===== src/rtl/barcode_rdr.sv =====
// barcode_rdr
// ----------------------------------------------------------------------------
// Serial barcode decoder. The optical sensor line BC idles high; each frame
// starts with a low start bar whose width (in clk cycles) becomes the bit
// period. Eight data bars follow, MSB first. Each bar is sampled one period
// after its falling edge: a bar still low at that point is a 0 (wide bar), a
// bar already back high is a 1 (narrow bar). Frames whose upper two bits are
// 00 are accepted. They are presented on ID with a sticky ID_vld flag, which
// stays set until the consumer acknowledges it with clr_ID_vld.
//
// Parameters
//   TIMER_W     width of the period/timeout counter; an all-ones count aborts
//               the frame in progress
// Ports
//   clk         system clock, all logic on the rising edge
//   rst_n       synchronous active-low reset
//   BC          raw barcode sensor line (asynchronous, idle high)
//   clr_ID_vld  consumer acknowledge, clears ID_vld at the next edge
//   ID          last valid decoded ID (held, never cleared by acknowledge)
//   ID_vld      high while ID holds an unacknowledged valid ID
// ----------------------------------------------------------------------------
module barcode_rdr #(
  parameter int TIMER_W = 22
) (
  input  logic       clk,
  input  logic       rst_n,
  input  logic       BC,
  input  logic       clr_ID_vld,
  output logic [7:0] ID,
  output logic       ID_vld
);

  typedef enum logic [1:0] {
    IDLE      = 2'd0,
    START     = 2'd1,
    WAIT_FALL = 2'd2,
    SAMPLE    = 2'd3
  } state_t;

  localparam logic [TIMER_W-1:0] CNT_ZERO = {TIMER_W{1'b0}};
  localparam logic [TIMER_W-1:0] CNT_ONE  = {{(TIMER_W-1){1'b0}}, 1'b1};

  state_t             state_r;
  logic               bc_meta_r;
  logic               bc_s_r;
  logic               bc_d_r;
  logic [TIMER_W-1:0] cnt_r;
  logic [TIMER_W-1:0] period_r;
  logic [7:0]         shft_r;
  logic [2:0]         bit_cnt_r;

  logic               fall_s;
  logic               timeout_s;
  logic               sample_hit_s;
  logic [7:0]         shft_nxt_s;
  logic               id_ok_s;

  // Falling edge of the synchronized line: delayed copy high, current low.
  assign fall_s       = bc_d_r & ~bc_s_r;
  // The counter saturating at all-ones means the line went quiet mid-frame.
  assign timeout_s    = &cnt_r;
  assign sample_hit_s = (cnt_r == period_r);
  assign shft_nxt_s   = {shft_r[6:0], bc_s_r};
  // Completion of the 8th bar with a value whose upper two bits are 00.
  assign id_ok_s      = (state_r == SAMPLE) & ~timeout_s & sample_hit_s &
                        (bit_cnt_r == 3'd7) & (shft_nxt_s[7:6] == 2'b00);

  // Two-flop synchronizer for BC plus one delay flop for edge detection;
  // all reset high so a line idling high never produces a false fall.
  always_ff @(posedge clk) begin
    if (!rst_n) begin
      bc_meta_r <= 1'b1;
      bc_s_r    <= 1'b1;
      bc_d_r    <= 1'b1;
    end else begin
      bc_meta_r <= BC;
      bc_s_r    <= bc_meta_r;
      bc_d_r    <= bc_s_r;
    end
  end

  // Frame decode FSM together with the registered ID / ID_vld outputs.
  always_ff @(posedge clk) begin
    if (!rst_n) begin
      state_r   <= IDLE;
      cnt_r     <= CNT_ZERO;
      period_r  <= CNT_ZERO;
      shft_r    <= 8'h00;
      bit_cnt_r <= 3'd0;
      ID        <= 8'h00;
      ID_vld    <= 1'b0;
    end else begin
      case (state_r)
        IDLE: begin
          // The fall-detect cycle itself counts as the first low cycle.
          if (fall_s) begin
            cnt_r   <= CNT_ONE;
            state_r <= START;
          end else begin
            state_r <= IDLE;
          end
        end
        START: begin
          if (timeout_s) begin
            state_r <= IDLE;
          end else if (!bc_s_r) begin
            cnt_r <= cnt_r + CNT_ONE;
          end else begin
            // Start bar width in synchronized cycles becomes the bit period.
            period_r  <= cnt_r;
            cnt_r     <= CNT_ZERO;
            bit_cnt_r <= 3'd0;
            state_r   <= WAIT_FALL;
          end
        end
        WAIT_FALL: begin
          if (timeout_s) begin
            state_r <= IDLE;
          end else if (fall_s) begin
            cnt_r   <= CNT_ONE;
            state_r <= SAMPLE;
          end else begin
            cnt_r <= cnt_r + CNT_ONE;
          end
        end
        SAMPLE: begin
          // Falls are ignored here; only the sample point matters.
          if (timeout_s) begin
            state_r <= IDLE;
          end else if (sample_hit_s) begin
            shft_r    <= shft_nxt_s;
            bit_cnt_r <= bit_cnt_r + 3'd1;
            cnt_r     <= CNT_ZERO;
            if (bit_cnt_r == 3'd7) begin
              state_r <= IDLE;
            end else begin
              state_r <= WAIT_FALL;
            end
          end else begin
            cnt_r <= cnt_r + CNT_ONE;
          end
        end
        default: begin
          state_r <= IDLE;
        end
      endcase

      // A valid completion has priority over a same-cycle acknowledge.
      if (id_ok_s) begin
        ID     <= shft_nxt_s;
        ID_vld <= 1'b1;
      end else if (clr_ID_vld) begin
        ID_vld <= 1'b0;
      end else begin
        ID_vld <= ID_vld;
      end
    end
  end

endmodule


===== config.mk =====
export PLATFORM = sky130hd
export DESIGN_NAME = barcode_rdr
export DESIGN_NICKNAME = d
export VERILOG_FILES = /design/src/rtl/barcode_rdr.sv
export SDC_FILE = /design/constraint.sdc
export NUM_CORES = 1
export LEC_CHECK = 0
export CORE_MARGIN = 2
export CORE_UTILIZATION = 60
export CTS_CLUSTER_SIZE = 14
export DETAILED_ROUTE_END_ITERATION = 12
export PLACE_DENSITY_LB_ADDON = 0.3
export SLEW_MARGIN = 20
export SYNTH_ARGS = -nofsm -noshare
export SYNTH_HDL_FRONTEND = slang
export SYNTH_SLANG_ARGS = --single-unit

===== constraint.sdc =====
create_clock -name clk -period 3.05 [get_ports clk]
set_input_delay 0.305 -clock clk [delete_from_list [all_inputs] [get_ports clk]]
set_output_delay 0.305 -clock clk [all_outputs]
set_load 0.02 [all_outputs]

== After elaboration in Yosys (flattened, before gate mapping) ==
Index checks and enable logic that the tools add are counted.
Word-level totals
  input bits: 4
  bits in writable memories: 0
  bits in read-only memories: 0
  flip-flop bits (word level): 68
  memories kept: 0
  latch bits: 0
  word-level logic and storage cells: 67
  output and inout port bits: 9
Operators by class
  divide/modulo/power cells: 0
  add/subtract/negate cells: 2
  shifts and indexed selects: 0
  reductions and logical operators: 10
  eq/ne operators: 14
  bitwise gates (word level): 7
  $lt $le $gt $ge: 0
  mux-type cells: 24
  multipliers: 0
Operators with widths (count)
  22-bit two-way mux: 7
  22-bit one-hot mux with 4 select lines: 1
  22-bit by 1-bit adder with 22-bit output (second input constant): 1
  22-bit == test: 1
  22-bit AND reduction: 1
  2-bit two-way mux: 7
  3-bit two-way mux: 4
  2-bit != test (second input constant): 6
  3-bit != test (second input constant): 3
  3-bit AND reduction: 3
  2-bit one-hot mux with 4 select lines: 1
  3-bit one-hot mux with 2 select lines: 1
  1-bit AND: 5
  5-bit AND reduction: 1
  2-bit == test (second input constant): 2
  2-bit zero test: 2
  4-bit AND reduction: 1
  2-bit nonzero test: 2
  3-bit by 1-bit adder with 3-bit output (second input constant): 1
  3-bit == test (second input constant): 1
  1-bit two-way mux: 3
  2-bit by 1-bit == test with 1-bit output (second input constant): 1
  1-bit inverter: 2

== Logic depth before layout (Yosys ltp) ==
  word-level depth: 7
  gate-level depth with buffers: 8
  gate-level depth less buffers: 7

== Worst setup path after synthesis ==
Ideal clock, no wire load.
  path type: reg-to-reg
  start: reg cnt_r[0]
  end: reg ID[6]
  buffers on the path: 2
  library setup time: 116 ps
  arrival time: 2069 ps
  cell stages (with the launch flop): 9
  slack: 865 ps
  data required time: 2934 ps
  period minus slack after synthesis: 2185 ps
  cell sequence: dfxtp_1 clkbuf_1 xnor2_1 nand4_1 nor4_4 nand4_1 or4b_1 buf_4 and3_1
On the way
  word-level cells in the longest chain between the ends: 6
  elaborated cells between the ends (all ways): 7
  classes of those cells: 1 x eq/ne; 5 x bitwise; 1 x reduce/logical
RTL lines
  start, declared: RTL line 47  | logic [TIMER_W-1:0] cnt_r;
  start signal, assigned: RTL line 107  | cnt_r <= cnt_r + CNT_ONE;
  start signal, assigned: RTL line 123  | cnt_r <= cnt_r + CNT_ONE;
  start signal, assigned: RTL line 140  | cnt_r <= cnt_r + CNT_ONE;
  22-bit AND reduction: RTL line 61  | assign timeout_s = &cnt_r;
  1-bit inverter (no source line)
  1-bit AND: RTL line 65  | assign id_ok_s = (state_r == SAMPLE) & ~timeout_s & sample_hit_s &
  1-bit AND (*) (2 in series): RTL line 65
  1-bit AND (*): RTL line 66  | (bit_cnt_r == 3'd7) & (shft_nxt_s[7:6] == 2'b00);
  end signal, assigned: RTL line 150  | ID <= shft_nxt_s;
  end, declared: RTL line 29  | output logic [7:0] ID,
Mark *: on every way between the ends. The rest lies on a longest branch, timed or not.
A chain may end at the register's enable or synchronous reset.

== Worst setup path in the final report ==
  start: reg cnt_r[0]
  end: reg cnt_r[5]
On the way
  word-level cells in the longest chain between the ends: 4
  elaborated cells between the ends (all ways): 14
  classes of those cells: 1 x add/sub; 4 x eq/ne; 7 x mux; 2 x reduce/logical
RTL lines
  22-bit by 1-bit adder with 22-bit output or 22-bit == test (tied branches)
  22-bit two-way mux (on tied branches): RTL line 130, 106, 119
  22-bit two-way mux (on tied branches): RTL line 128, 104, 117
  22-bit one-hot mux with 4 select lines: RTL line 93  | case (state_r)
Parallel ways exist; a longest one is shown, timed or not. The select of a mux whose other input is x is not followed.

==> results.toml <==
[critical_path]
crit_family = "simple AND/OR/NAND/NOR gates"
arrival_ns = 2.81
path_cells = "ha_1 > nand4_1 > nor4_1 > buf_4 > a21oi_1 > nor2_1 > nand2_1 > a31oi_1"
worst_ep_required_time_ns = 3.31
crit_buf_inv = 1
r2r_slack_ns = 0.50
worst_setup_path_end_kind = "register"
r2r_end = "cnt_r[5]"
crit_fanout = 13
crit_path_top_delay_cell = "dfxtp_1"
rr_startpoint = "cnt_r[0]"
r2r_cells = 8
max_stage_delay_ns = 0.50
start_kind = "register"
crit_type = "reg2reg"

[global_routing]
grt_pass1_wl_um = 11200
antenna_found_initial = 0
grt_max_degree = 57
grt_usage = 0.228
grt_pass1_vias = 2425
grt_overflow = 0

[worst_hold_path]
min_to = "bc_s_r"
worstHoldPathCells = 1
min_path_type = "reg2reg"
hold_path.startpoint = "bc_meta_r"

[clocking]
cts_setup_buffers = 0
numCtsBuffers = 9
cts.sinks = 68
root_buffer = "clkbuf_8"
ctsHtreeMaxLevel = 3
hold_buffers = 0
cts.repair.resized = 0
cts_tree = "yes"
clockBufferDepth = 2
path_clk_slew_ns = 0.08
clock_latency_ns = 0.35

[sta]
hold_slack_ns = 0.430
rsz0062_at_grt = "no"
setup_violations = 0
tightest_slew_ns = 0.501
slew_headroom = 0.665
timing.fmax_ghz = 0.392
setup_ws_ns = 0.502
totalNegativeSetupSlack_ns = 0
layout_min_cycle_time_ns = 2.55
timing.final.crit_share = 0.835
hold_viol = 0
finClkSkew_ns = 0.0115
maxSlewViolCount = 0

[logic_synthesis]
synthTopCellsByArea = "dfxtp_1 41%, mux2i_1 11%, nor2b_1 6.4%"
syn_area_mm2 = 0.00333
synth.most_common_cell = "dfxtp_1"
synth_seq_cells = 68
synth_ff_type = "dfxtp_1"
synth_warnings = 0
netlist_top_cells_count = "68 x dfxtp_1, 37 x mux2i_1, 34 x nor2b_1"
ys_seq_area_frac = 0.409
async_flop_share = 0
synth_cell_types = 43
synth_top_area_share = 0.409
yosys.area.top_type = "dfxtp_1"
synth_edf_count = 0
avgSynthCellArea_um2 = 8.98
syn_nets = 378
synth_cells = 371

[layout]
seq_area_mm2 = 0.00136
area_growth_pct = 12.8
antenna_cells = 0
multi_input_area_mm2 = 0.00183
fillers = 446
layout-drive-gt1-share = 0.0836
nets = 385
instances_no_fill = 455

[power]
p_leak_nw = 1.35
power.total_mw = 1.92
irDropWorstVdd_mv = 0.394
power_density_mw_per_mm2 = 512

[routing]
wl_met1_um = 3320
routed_wirelength_um = 6730
wire_per_inst_um = 14.8
antenna_left = 0
route.vias.total = 2605
met2RoutedLength_um = 3020
post-route-drc-count = 0
dr.first_iter.drc_count = 159
viasPerCell = 5.73
wl_met3_um = 272
firstDrtPassIters = 4
top_layer = "met4"

[outcome]
status = "finished, final reports clean"

[placed_design]
gp_routability_congestion = 0.868
pre_cts_ws_ns = 0.570
io_buffers = 12
dp_hpwl_um = 4530
dp_cells = 439

[floorplanning]
fp.dieH_um = 78.5
num_rows = 27
pin_count = 13
initial_core_util = 0.612
die_area_mm2 = 0.00616
core_mm2 = 0.00544
die_w_um = 78.5

[run]
cap_violations = 0
metrics by stage:
| stage | cell area [um2] | utilization |
|---|---|---|
| after floorplan | 3330 | - |
| after CTS | 3760 | 0.691 |
| after global routing | 3760 | 0.691 |
| final | 3760 | 0.691 |
| after detailed placement | 3510 | 0.645 |
| after global placement | 3510 | 0.645 |
report_power, final:
group          internal, mW  switching (mW)  total [mW]
combinational        0.0443          0.0626       0.107
clock                 0.548           0.367       0.916
sequential            0.892         0.00929       0.901
worst reg2reg max path, cell delays in order (launching register included):
cell	delay (ns)
dfxtp_1	0.50
ha_1	0.26
nand4_1	0.20
nor4_1	0.31
buf_4	0.17
a21oi_1	0.08
nor2_1	0.24
nand2_1	0.37
a31oi_1	0.32
cell usage in the layout (no fill, tap or decap), types with 5 or more instances in the layout:
master / instances
dfxtp_1: 68
mux2i_1: 37
nor2b_1: 34
nand2_1: 32
a31oi_1: 28
xnor2_1: 22
nand3_1: 14
nor2_1: 14
o21ai_0: 12
clkdlybuf4s50_1: 12
buf_4: 12
nand4_1: 9
clkbuf_8: 9
nand2b_1: 6
nor3_1: 6
inv_1: 6
and3_1: 6
nand3b_1: 6
a21oi_1: 5
and2_1: 5
layout make-up:
class,count,share of cell area
clock buffers,9,0.0330
clock inverters,7,0.0326
inverters,6,0.00600
multi-input cells,269,0.486
flip-flops and latches,68,0.362
well taps,72,0.0240
repair buffers,24,0.0560
worst max path at each step:
stage / start / to / slack [ns] / cells past startpoint
2_1_floorplan: cnt_r[0] / ID[6] / 0.87 / 8
3_3_place_gp: cnt_r[0] / ID[6] / 0.66 / 7
3_5_place_dp: cnt_r[0] / ID[6] / 0.57 / 7
4_1_cts: cnt_r[0] / cnt_r[2] / 0.52 / 8
5_1_grt: cnt_r[0] / cnt_r[21] / 0.34 / 8
6_report: cnt_r[0] / cnt_r[5] / 0.50 / 8
logic make-up (layout without fill, tap and decap cells):
| logic type | count (synthesis) | count (layout) | synth area share |
|---|---|---|---|
| adder cells (fa/ha/maj) | 3 | 3 | 0.0113 |
| AO/OA/AOI/OAI | 60 | 60 | 0.115 |
| XOR/XNOR | 25 | 25 | 0.0657 |
| buffers and inverters | 34 | 46 | 0.0466 |
| AND/OR/NAND/NOR | 144 | 144 | 0.241 |
| multiplexers | 37 | 37 | 0.111 |
| flip-flops | 68 | 68 | 0.409 |
per-layer routing:
layer	track usage	vias up
met5	0	-
met2	0.344	40
met1	0.313	1230
li1	-	1325
met3	0.0448	10
met4	0.109	0
registers in the layout, indices dropped and copies added, names as in the netlist, 2 cells and up:
name and count:
ID 8, bit_cnt_r 3, cnt_r 22, period_r 22, shft_r 7, state_r 2
Note: power is estimated with default switching activity, not from simulation.
